--- config.mk ---
export PLATFORM = sky130hd
export DESIGN_NAME = anton_neopixel_stream_sequencer
export DESIGN_NICKNAME = d
export VERILOG_FILES = /design/src/rtl/anton_neopixel_stream_sequencer.sv
export SDC_FILE = /design/constraint.sdc
export NUM_CORES = 1
export LEC_CHECK = 0
export CORE_ASPECT_RATIO = 0.8
export CORE_UTILIZATION = 56
export DETAILED_ROUTE_END_ITERATION = 16
export PLACE_DENSITY = 0.81
export SETUP_SLACK_MARGIN = 0.4
export SLEW_MARGIN = 20
export SYNTH_ARGS = -nofsm -noshare
export SYNTH_HDL_FRONTEND = slang
export SYNTH_SLANG_ARGS = --single-unit
--- constraint.sdc ---
create_clock -name busClk -period 3.85 [get_ports busClk]
set_input_delay 0.385 -clock busClk [delete_from_list [all_inputs] [get_ports busClk]]
set_output_delay 0.385 -clock busClk [all_outputs]
set_load 0.01 [all_outputs]
--- src/rtl/anton_neopixel_stream_sequencer.sv ---
// NeoPixel frame sequencer: walks the pixel buffer and serialises it with WS2812 bit timing plus latch gap.
// Define ANTON_SEQ_32BIT_EN to compile in padding-byte skipping driven by regCtrl32bit.

`ifndef BUFFER_END_DEFAULT
`define BUFFER_END_DEFAULT 13'd2047
`endif

module anton_neopixel_stream_sequencer #(
    parameter logic [12:0] BUFFER_END     = `BUFFER_END_DEFAULT,
    parameter int unsigned CYCLES_PER_BIT = 8,
    parameter int unsigned T0H_CYCLES     = 2,
    parameter int unsigned T1H_CYCLES     = 5,
    parameter int unsigned RESET_CYCLES   = 384
) (
    input  logic        busClk,
    input  logic        busRstN,
    input  logic [12:0] regMax,
    input  logic        regCtrlRun,
    input  logic        regCtrlLimit,
    input  logic        regCtrl32bit,
    input  logic        regCtrlInit,
    output logic [12:0] pixelAddr,
    input  logic [7:0]  pixelByte,
    output logic        neoData,
    output logic        streamSyncOf,
    output logic        state
);

    localparam int unsigned BitCntW = $clog2(CYCLES_PER_BIT);
    localparam int unsigned GapCntW = $clog2(RESET_CYCLES);
    localparam logic [BitCntW-1:0] LastBitCnt = BitCntW'(CYCLES_PER_BIT - 1);
    localparam logic [GapCntW-1:0] LastGapCnt = GapCntW'(RESET_CYCLES - 1);

    typedef enum logic [1:0] {
        IDLE,
        BIT,
        GAP
    } seqStateT;

    seqStateT          curState, stateNext;
    logic [7:0]        shiftReg, shiftNext;
    logic [2:0]        bitIdx, bitIdxNext;
    logic [BitCntW-1:0] bitCnt, bitCntNext;
    logic [GapCntW-1:0] gapCnt, gapCntNext;
    logic [13:0]       fetchAddr, fetchNext;
    logic [12:0]       endAddr, endNext;
    logic [12:0]       limitEnd;
    logic [13:0]       addrInc, nextAddr;
    logic              neoDataNext, syncNext;

    assign pixelAddr = fetchAddr[12:0];
    assign limitEnd  = (regCtrlLimit && (regMax < BUFFER_END)) ? regMax : BUFFER_END;
    assign addrInc   = fetchAddr + 14'd1;

`ifdef ANTON_SEQ_32BIT_EN
    // Byte 3 of every 32-bit word is padding and is stepped over.
    assign nextAddr = (regCtrl32bit && (addrInc[1:0] == 2'd3)) ? (fetchAddr + 14'd2) : addrInc;
`else
    logic unused32bit;
    assign unused32bit = regCtrl32bit;
    assign nextAddr    = addrInc;
`endif

    // Next-state, datapath and output decode
    always_comb begin
        stateNext  = curState;
        shiftNext  = shiftReg;
        bitIdxNext = bitIdx;
        bitCntNext = bitCnt;
        gapCntNext = gapCnt;
        fetchNext  = fetchAddr;
        endNext    = endAddr;

        unique case (curState)
            IDLE: begin
                fetchNext = '0;
                if (regCtrlRun && !regCtrlInit) begin
                    stateNext  = BIT;
                    shiftNext  = pixelByte;
                    bitIdxNext = 3'd7;
                    bitCntNext = '0;
                    endNext    = limitEnd;
                end
            end
            BIT: begin
                if (bitCnt == LastBitCnt) begin
                    bitCntNext = '0;
                    // Prefetch lands on the first cycle of bit 3, leaving 4 bit periods to settle.
                    if (bitIdx == 3'd4) begin
                        fetchNext = nextAddr;
                    end
                    if (bitIdx == 3'd0) begin
                        if (fetchAddr <= {1'b0, endAddr}) begin
                            shiftNext  = pixelByte;
                            bitIdxNext = 3'd7;
                        end else begin
                            stateNext  = GAP;
                            gapCntNext = '0;
                            fetchNext  = '0;
                        end
                    end else begin
                        shiftNext  = {shiftReg[6:0], 1'b0};
                        bitIdxNext = bitIdx - 3'd1;
                    end
                end else begin
                    bitCntNext = bitCnt + BitCntW'(1);
                end
            end
            GAP: begin
                if (gapCnt == LastGapCnt) begin
                    stateNext = IDLE;
                end else begin
                    gapCntNext = gapCnt + GapCntW'(1);
                end
            end
            default: stateNext = IDLE;
        endcase

        if (regCtrlInit) begin
            stateNext = IDLE;
            fetchNext = '0;
        end

        neoDataNext = (stateNext == BIT) &&
                      (32'(bitCntNext) < (shiftNext[7] ? T1H_CYCLES : T0H_CYCLES));
        syncNext    = (stateNext == GAP) && (gapCntNext == LastGapCnt);
    end

    // State and output registers
    always_ff @(posedge busClk or negedge busRstN) begin
        if (!busRstN) begin
            curState     <= IDLE;
            shiftReg     <= '0;
            bitIdx       <= '0;
            bitCnt       <= '0;
            gapCnt       <= '0;
            fetchAddr    <= '0;
            endAddr      <= '0;
            neoData      <= 1'b0;
            streamSyncOf <= 1'b0;
            state        <= 1'b0;
        end else begin
            curState     <= stateNext;
            shiftReg     <= shiftNext;
            bitIdx       <= bitIdxNext;
            bitCnt       <= bitCntNext;
            gapCnt       <= gapCntNext;
            fetchAddr    <= fetchNext;
            endAddr      <= endNext;
            neoData      <= neoDataNext;
            streamSyncOf <= syncNext;
            state        <= (stateNext != IDLE);
        end
    end

endmodule

==> summary.txt <==
Power
  – Max VDD drop: 210 uV
  – Power Internal: 0.912 mW
  – Register share of total power: 52.6%
  – Switch share: 26.0%
  – Power per cell area: 319 nW/um2
  – Comb power frac: 15.1%
  – Clock power share: 32.3%
  – Static Leak: 1.72 nW
  – P_sw: 0.320 mW

Worst setup path
  – Critical Path AT: 3260 ps
  – Critical Path RT: 4060 ps
  – CP Launch Type: register
  – Worst path slowest cell: or4b_1
  – Nature of the critical path endpoint: register
  – CP cell instances: ha_1 -> nand4b_4 -> o21ai_0 -> o311ai_1 -> a21o_1 -> a221o_1 -> or4b_1 -> nor4_2
  – Buf/Inv on CP: 0
  – CP Max Fanout: 8
  – Setup CP Type: reg2reg
  – Crit-path max cell delay: 540 ps
  – Top cell family by delay on the critical path: compound AO/OA/AOI/OAI gates

Logic synthesis
  – Netlist cell types: 45
  – Cell area after synthesis: 3340 um2
  – Commonest register cell after synthesis: dfrtp_1
  – FF+latch count, synth: 55
  – Post-synth EDFFs: 0
  – Ys Warns: 0
  – Mapped Cells: 377
  – Mapped Avg Cell Area: 8.86 um2
  – Area contributors post-synth: dfrtp_1 (41%), ha_1 (8.6%), o21ai_0 (5.5%), nor2_1 (4.5%), a21oi_1 (3.1%)
  – Sequential area share after synthesis: 41.2%
  – Syn_nets: 427
  – Area share of the largest cell type after synthesis: 41.2%
  – Synth area leader: dfrtp_1
  – Ys async rst share: 100%

Routing
  – DR vias/cell: 5.91
  – Antenna Nets Post-Route: 0
  – DRT iter0 DRCs: 188
  – DR pass1 iterations: 4
  – Vias: 2874
  – DR DRC count: 0
  – WL final: 7.35 mm
  – WL/cell: 15.1 um

Place
  – Post-place setup slack: 819 ps
  – Post-DP HPWL: 5.36 mm
  – Number of buffers added on ports: 41
  – GPL Wtd Cong: 0.849

Timing
  – Final setup violation count: 0
  – RSZ-0062 raised after global routing: false
  – Worst-Margin Slew: 712 ps
  – Sum of negative setup slack: 0 ps
  – FMAX: 0.328 GHz
  – Worst rel slew slack: 52.5%
  – Final Max Tran Viols: 0
  – Final Cycle Share: 79.3%
  – Final Hold Viols: 0
  – Clk_skew: 7.99 ps
  – Crit path time final: 3050 ps
  – Worst setup slack after layout: 797 ps

Final layout
  – Antenna diodes: 0
  – Multi-input combinational cell area: 1730 um2
  – Share of cells above drive strength 1: 5.15%
  – Register area: 1380 um2
  – Fillcell total: 474
  – Area grow syn2layout: 15.7%
  – Layout Nets: 457
  – Most common cell after layout, fill and taps aside: dfrtp_1
  – Commonest cells after routing, fill and taps aside: dfrtp_1 (55), nor2_1 (40), clkdlybuf4s50_1 (40), o21ai_0 (37)

Die
  – Die area: 6280 um2
  – Initial Utilization: 59.8%
  – Core area: 5590 um2
  – Num rows: 24
  – IO Pins: 43
  – Die height: 71.1 um
  – Die X: 88.3 um

Clock tree
  – CTS tree: yes
  – Post_cts resized: 0
  – CTS Buffer Depth: 2
  – Post-CTS Setup Bufs: 0
  – Clk root buf: clkbuf_8
  – CTS buffer count: 5
  – Worst-path clk slew: 100 ps
  – Clock tree sinks: 55
  – CTS H-tree lvls: 2
  – Clock Latency Late Sink: 310 ps
  – CTS hold repair buffers: 0

Flow run
  – Max-Cap Viols: 0

Hold path
  – HP Class: in2async

Global route
  – Largest net degree at the start of global routing: 56
  – Tot GR Track Use: 26.0%
  – Initial antenna violation count: 0
  – Vias in the first global route: 2758
  – First-pass GRT wire length: 12.6 mm
  – Overflow after GRT: 0

Status
  – Outcome: finished clean
## synthesized netlist by cell type (2+ instances only)
| library cell | number |
|---|---|
| a31oi_1 | 7 |
| dfrtp_1 | 55 |
| a21oi_1 | 21 |
| nor2_1 | 40 |
| or2_2 | 2 |
| nand4_1 | 4 |
| nor4_1 | 4 |
| mux2i_1 | 4 |
| o21a_1 | 2 |
| o211ai_1 | 5 |
| a21o_1 | 7 |
| o311ai_1 | 4 |
| a22o_1 | 3 |
| and3_1 | 6 |
| a22oi_1 | 7 |
| ha_1 | 23 |
| nand3_1 | 14 |
| buf_4 | 13 |
| clkbuf_1 | 10 |
| o2bb2ai_1 | 2 |
| nand2b_1 | 13 |
| inv_1 | 27 |
| nor2b_1 | 5 |
| nor3_1 | 7 |
| and2_1 | 3 |
| or3_1 | 2 |
| o31ai_1 | 4 |
| nand2_1 | 27 |
| o41ai_1 | 4 |
| o21ai_0 | 37 |
## power groups by stage
stage / logic (mW) / registers [mW] / clock network, mW
4_1_cts: 0.189 / 0.648 / 0.405
2_1_floorplan: 0.112 / 0.653 / 0
3_5_place_dp: 0.188 / 0.659 / 0
3_3_place_gp: 0.179 / 0.655 / 0
5_1_grt: 0.215 / 0.654 / 0.428
6_report: 0.187 / 0.648 / 0.398
## worst register-to-register path: stages (launching register included)
cell and delay [ps]:
dfrtp_1 470, ha_1 370, nand4b_4 140, o21ai_0 310, o311ai_1 240, a21o_1 230
a221o_1 360, or4b_1 540, nor4_2 300
## flip-flops by register name, indices dropped and copies added, names as in the netlist
name,count
bitCnt,3
shiftReg,8
bitIdx,3
curState,2
neoData,1
state,1
fetchAddr,14
endAddr,13
streamSyncOf,1
gapCnt,9
## area by class of cell
type | instances | share of cell area [%]
Multi-Input combinational cell | 272 | 44.7
Sequential cell | 55 | 35.6
Timing Repair Buffer | 46 | 11.5
Inverter | 27 | 2.62
Tap cell | 78 | 2.53
Clock buffer | 6 | 2.14
Clock inverter | 2 | 0.907
## cell families after synthesis
| kind of cell | Yosys count | share of synthesized area, % |
|---|---|---|
| adder cells (fa/ha/maj) | 23 | 8.62 |
| buffers and inverters | 50 | 7.08 |
| flip-flops | 55 | 41.2 |
| AO/OA/AOI/OAI | 112 | 21.7 |
| AND/OR/NAND/NOR | 133 | 20.2 |
| multiplexers | 4 | 1.20 |
## metal layers
metal | wire, um | vias up | GRT usage [%]
met5 | 0 | - | 0
met4 | 72 | 0 | 6.81
met3 | 304 | 10 | 5.25
met2 | 3560 | 73 | 42.6
met1 | 3410 | 1388 | 35.2
li1 | - | 1403 | -
## through the flow
stage / cells / total power, mW / cell area (um2) / utilization (%) / hold slack, ps
3_5_place_dp: 478 / 0.848 / 3740 / 67.0 / 474
3_3_place_gp: 478 / 0.834 / 3740 / 67.0 / 464
6_report: 486 / 1.23 / 3860 / 69.2 / 201
4_1_cts: 486 / 1.24 / 3860 / 69.2 / 228
2_1_floorplan: 377 / 0.765 / 3340 / - / 89.4
5_1_grt: 486 / 1.30 / 3860 / 69.2 / 269
## worst paths after layout
check                         startpoint            end  slack, ps  depth (start not counted)
setup / recovery           fetchAddr[11]   streamSyncOf        800                          8
hold / removal                   busRstN  fetchAddr[10]        200                          2
setup reg to reg           fetchAddr[11]   streamSyncOf        800                          8
hold reg to reg              shiftReg[5]    shiftReg[5]        490                          2
max in group asynchronous        busRstN    curState[1]       3170                          2
min in group busClk          shiftReg[5]    shiftReg[5]        490                          2
No activity file was read; power rests on OpenSTA's default activity.
==> variant 1, RTL diff (config.mk and constraints unchanged) <==
Add an input register stage for `regMax`, `regCtrlRun`, `regCtrlLimit`, `regCtrlInit` and `pixelByte`, with the module's reset; this delays them by one clock. The other inputs are not delayed to match.
--- a/src/rtl/anton_neopixel_stream_sequencer.sv
+++ b/src/rtl/anton_neopixel_stream_sequencer.sv
@@ -37,6 +37,28 @@
         GAP
     } seqStateT;
 
+    logic [12:0] regMax_q;
+    logic regCtrlRun_q;
+    logic regCtrlLimit_q;
+    logic regCtrlInit_q;
+    logic [7:0] pixelByte_q;
+
+    always_ff @(posedge busClk or negedge busRstN) begin
+        if (!busRstN) begin
+            regMax_q       <= '0;
+            regCtrlRun_q   <= '0;
+            regCtrlLimit_q <= '0;
+            regCtrlInit_q  <= '0;
+            pixelByte_q    <= '0;
+        end else begin
+            regMax_q       <= regMax;
+            regCtrlRun_q   <= regCtrlRun;
+            regCtrlLimit_q <= regCtrlLimit;
+            regCtrlInit_q  <= regCtrlInit;
+            pixelByte_q    <= pixelByte;
+        end
+    end
+
     seqStateT          curState, stateNext;
     logic [7:0]        shiftReg, shiftNext;
     logic [2:0]        bitIdx, bitIdxNext;
@@ -49,7 +71,7 @@
     logic              neoDataNext, syncNext;
 
     assign pixelAddr = fetchAddr[12:0];
-    assign limitEnd  = (regCtrlLimit && (regMax < BUFFER_END)) ? regMax : BUFFER_END;
+    assign limitEnd  = (regCtrlLimit_q && (regMax_q < BUFFER_END)) ? regMax_q : BUFFER_END;
     assign addrInc   = fetchAddr + 14'd1;
 
 `ifdef ANTON_SEQ_32BIT_EN
@@ -74,9 +96,9 @@
         unique case (curState)
             IDLE: begin
                 fetchNext = '0;
-                if (regCtrlRun && !regCtrlInit) begin
+                if (regCtrlRun_q && !regCtrlInit_q) begin
                     stateNext  = BIT;
-                    shiftNext  = pixelByte;
+                    shiftNext  = pixelByte_q;
                     bitIdxNext = 3'd7;
                     bitCntNext = '0;
                     endNext    = limitEnd;
@@ -91,7 +113,7 @@
                     end
                     if (bitIdx == 3'd0) begin
                         if (fetchAddr <= {1'b0, endAddr}) begin
-                            shiftNext  = pixelByte;
+                            shiftNext  = pixelByte_q;
                             bitIdxNext = 3'd7;
                         end else begin
                             stateNext  = GAP;
@@ -116,7 +138,7 @@
             default: stateNext = IDLE;
         endcase
 
-        if (regCtrlInit) begin
+        if (regCtrlInit_q) begin
             stateNext = IDLE;
             fetchNext = '0;
         end
Check against the original RTL: not equivalent (Yosys sat finds a counterexample within 4 cycles, from zero or initial values and one cycle with busRstN low).
==> variant 1 against the unedited design <==
  * Power is 52% higher
  * Wire length grew 8.8%
  * Sequential cell count up 24
  * Final area grew 21%
  * Area after synthesis rose by 22%
  * Setup slack better by 0.038 ns
  * Non-clock buffer count decreased by 4
  * First-iteration DRC count shrank 18%
  * Critical path type unchanged
  * Critical endpoint is now fetchAddr[4]
==> variant 1: results (changes against the unedited design) <==
Clock tree
  • Postcts setup bufs: 0 (unchanged)
  • Num CTS Buffers: 9 (+4)
  • CTS clk-pin slew, worst paths: 0.08 ns (-0.02 ns)
  • H-tree levels: 3 (+1)
  • Clk Latency, worst-skew pair: 0.35 ns (+0.04 ns)

Placement
  • Number of buffers added on ports: 41 (unchanged)
  • Hpwl dp: 5779 um (+7.8%)
  • Final GP Congestion: 0.8613 (+1.4%)
  • Dpl cells: 512 (+7.1%)
  • DP Area: 4451 um2 (+19%)

Pwr
  • Leakage Power: 2.047 nW (+19%)
  • Maximum VDD drop: 0.0002526 V (+21%)
  • Int Power: 1.393 mW (+53%)

Routing
  • Top Layer Used: met4
  • DRT Pass-1 Iters: 5 (+1)
  • Routed wl met3: 548 um (+80%)
  • Number of DRC markers in iteration 0: 154 (-18%)
  • WL met2: 3540 um (-0.62%)
  • Drt total wl: 7997 um (+8.8%)
  • Post-DR wirelength/cell: 15.17 um (+0.32%)
  • Vias per inst: 6.000 (+1.5%)
  • Post-Route M1 WL: 3843 um (+13%)

Logic synthesis
  • Cells after Synth: 408 (+8.2%)
  • Post-synthesis sequential area ratio: 0.4848 (+0.07267)
  • Synth Net Count: 458 (+7.3%)
  • Synth cell count leaders: dfrtp_1, a21oi_1, nor2_1
  • YS warnings: 0 (unchanged)
  • Yosys cell types: 58 (+29%)
  • Synth top area cells: dfrtp_1, ha_1, a21oi_1
  • Synth async-reset ratio: 1.000 (unchanged)

Global routing
  • Met2 usage: 0.3385 (-0.08718)
  • Vias in the first global route: 2962 (+7.4%)
  • Met1 usage: 0.3439 (-0.007848)
  • Total GRT Usage: 0.2294 (-0.03022)
  • Met3 global-route usage: 0.04809 (-0.004423)
  • Initial antenna violation count: 0 (unchanged)
  • First-pass GRT wire length: 13930 um (+10%)
  • Largest net degree at the start of global routing: 80 (+43%)

Setup path
  • Delay-heaviest family, CP: simple AND/OR/NAND/NOR gates
  • Flop2flop setup slack: 0.84 ns (+0.04 ns)
  • Reg-to-reg startpoint: fetchAddr[11]
  • Worst r2r dst: fetchAddr[4]
  • CP max stage cell: nor3_4
  • Crit Path Max Fanout: 24 (+16)
  • FF-to-FF path depth: 8 (unchanged)
  • Worst Path Arrival: 3.28 ns (+0.02 ns)
  • CP peak stage delay: 0.69 ns (+0.15 ns)
  • Critical path depth: 8 (unchanged)

Layout
  • Fraction of layout cells with a size suffix above 1: 0.07955 (+0.02807)
  • Fill cells: 506 (+6.8%)
  • Regs by FF count: fetchAddr (14), endAddr (13), regMax_q (13)
  • NumNets Final: 486 (+6.3%)

Worst hold path
  • Hold WC Path Type: in -> async

Timing
  • Clock skew: 0.01382 ns (+0.005823 ns)
  • Slew Limit Headroom: 0.3546 (-0.1707)

Outcome
  • Status: completed
-- variant 1: power groups by stage --
stage	logic [mW]	clock network [mW]	registers, mW
after floorplan	0.162	0	0.947
after global placement	0.235	0	0.954
after detailed placement	0.250	0	0.958
after CTS	0.250	0.698	0.943
after global routing	0.282	0.739	0.950
final	0.250	0.677	0.944
-- variant 1: worst max path at each step --
stage	start	end	slack, ns
after floorplan	fetchAddr[11]	fetchAddr[11]	1.26
after global placement	fetchAddr[11]	fetchAddr[4]	0.69
after detailed placement	fetchAddr[11]	fetchAddr[13]	0.56
after CTS	fetchAddr[11]	fetchAddr[4]	0.54
after global routing	fetchAddr[11]	fetchAddr[12]	0.60
final	fetchAddr[11]	fetchAddr[4]	0.84
-- variant 1: cells by family after synthesis --
kind of cell / after synthesis / share of synthesized area
fa+ha+maj: 23 / 0.07057
simple gates: 132 / 0.1758
mux: 3 / 0.008284
flops: 79 / 0.4848
buf+inv: 52 / 0.06198
compound gates: 119 / 0.1985
-- variant 1: stage by stage --
step	hold WS [ns]	total power, mW	worst slack, ns
2_1_floorplan	0.08941	1.109	1.264
3_3_place_gp	0.4624	1.190	0.6914
3_5_place_dp	0.4794	1.208	0.5599
4_1_cts	0.2066	1.890	0.5409
5_1_grt	0.2563	1.971	0.5988
6_report	0.1774	1.871	0.8352
-- variant 1: layout make-up --
type | instances | area [um2] | area share
multi-input combinational | 277 | 1854 | 0.3966
tap | 87 | 108.9 | 0.02328
sequential | 79 | 1977 | 0.4228
clock buffer | 10 | 137.6 | 0.02944
inverter | 27 | 101.3 | 0.02168
timing repair buffer | 42 | 415.4 | 0.08884
clock inverter | 5 | 81.33 | 0.01739
==> variant 2, RTL diff (config.mk and constraints unchanged) <==
Without the edit above. `RESET_CYCLES`: 384 -> 192.
--- a/src/rtl/anton_neopixel_stream_sequencer.sv
+++ b/src/rtl/anton_neopixel_stream_sequencer.sv
@@ -10,7 +10,7 @@
     parameter int unsigned CYCLES_PER_BIT = 8,
     parameter int unsigned T0H_CYCLES     = 2,
     parameter int unsigned T1H_CYCLES     = 5,
-    parameter int unsigned RESET_CYCLES   = 384
+    parameter int unsigned RESET_CYCLES   = 192
 ) (
     input  logic        busClk,
     input  logic        busRstN,
Formal check against the unedited RTL: no difference found for any inputs over 10 cycles, from zero or initial values and one cycle with busRstN low; that may be too few to reach the edited logic, so the function may still have changed.
==> variant 2 against the unedited design <==
  * Clock power down 16%
  * Power decreased by 3.3%
  * Combinational power rose by 17%
  * Highest routed layer unchanged
  * Area after synthesis is 1.5% higher
  * Wire length down 0.39%
  * Non-clock buffer count is 1 higher
  * Sequential cell count fell by 1
  * Final area up 1.5%
  * Setup slack got worse by 0.18 ns
==> variant 2: results (changes against the unedited design) <==
Setup path
  • Crit Path Max Fanout: 7 (-1)
  • Worst r2r dst: neoData
  • Reg-to-reg startpoint: fetchAddr[5]
  • Flop2flop setup slack: 0.62 ns (-0.18 ns)
  • CP peak stage delay: 0.56 ns (+0.02 ns)
  • FF-to-FF path depth: 13 (+5)
  • Worst Path Arrival: 3.48 ns (+0.22 ns)

Logic synthesis
  • Synth cell count leaders: dfrtp_1, nor2_1, inv_1
  • Cells after Synth: 375 (-0.53%)
  • Post-synthesis sequential area ratio: 0.3988 (-0.01332)
  • Yosys cell types: 59 (+31%)
  • Synth top area cells: dfrtp_1, ha_1, nor2_1

Layout
  • Fraction of layout cells with a size suffix above 1: 0.08108 (+0.02961)
  • Regs by FF count: fetchAddr (14), endAddr (13)
  • NumNets Final: 458 (+0.22%)

Clock tree
  • # clock sinks: 54 (-1.8%)

Placement
  • Final GP Congestion: 0.9153 (+7.8%)
  • Dpl cells: 474 (-0.84%)
  • Hpwl dp: 5525 um (+3.1%)

Routing
  • Drt total wl: 7322 um (-0.39%)
  • Vias: 2913 (+1.4%)
  • Number of DRC markers in iteration 0: 290 (+54%)

Timing
  • Clock skew: 0.01394 ns (+0.005951 ns)
  • Slew Limit Headroom: 0.5383 (+0.01299)

Pwr
  • Maximum VDD drop: 0.0002018 V (-3.7%)
  • Leakage Power: 1.755 nW (+1.8%)

Global routing
  • Largest net degree at the start of global routing: 55 (-1.8%)

Outcome
  • Status: completed
[variant 2: power breakdown]
| group | switching, mW | internal, mW | total (mW) |
|---|---|---|---|
| sequential | 0.0269 | 0.610 | 0.637 |
| clock | 0.190 | 0.145 | 0.335 |
| combinational | 0.118 | 0.101 | 0.219 |
[variant 2: kinds of logic (layout without fill, tap and decap cells)]
family,Yosys count,in the layout,share of synthesized area
buffers and inverters,56,88,0.07829
AOI/OAI and AO/OA,114,114,0.2341
muxes,5,5,0.01514
and+or+nand+nor,121,121,0.1813
DFF,54,54,0.3988
adders and majority gates,25,25,0.09232
[variant 2: final cells by class]
class / instances / area [um2]
Clock inverter: 2 / 12.51
Fill cell: 463 / 1725
Multi-Input combinational cell: 265 / 1795
Timing Repair Buffer: 47 / 450.4
Sequential cell: 54 / 1358
Inverter: 33 / 123.9
Tap cell: 78 / 97.59
Clock buffer: 6 / 82.58
[variant 2: repair_timing]
action | in CTS | in global routing
buffers inserted | 0 | 3
gates resized for setup | 0 | 9
endpoints found under the setup margin | 0 | 1
[variant 2: stage by stage]
step	setup WS (ns)	total power [mW]	util	instance area, um2	hold slack (ns)
finish	0.6193	1.191	0.6944	3920	0.1807
global route	0.4012	1.259	0.6944	3920	0.2382
CTS	0.4972	1.197	0.6851	3867	0.2110
detailed placement	0.5360	0.8661	0.6682	3772	0.4869
global placement	0.5973	0.8540	0.6682	3772	0.4826
floorplan	0.7045	0.7817	-	3388	0.08941
[variant 2: worst max-delay path by stage]
stage	startpoint	end	slack [ns]	cells after the start
after floorplan	fetchAddr[11]	neoData	0.70	13
after global placement	fetchAddr[5]	neoData	0.60	13
after detailed placement	fetchAddr[5]	neoData	0.54	13
after CTS	fetchAddr[5]	neoData	0.50	13
after global routing	fetchAddr[7]	neoData	0.40	13
final	fetchAddr[5]	neoData	0.62	13
[variant 2: layer usage]
metal,wire [um],GRT usage,share of wire
met3,396,0.04263,0.054
met2,3288,0.3880,0.45
met5,0,0,0
met1,3539,0.3866,0.48
met4,97,0.06526,0.013
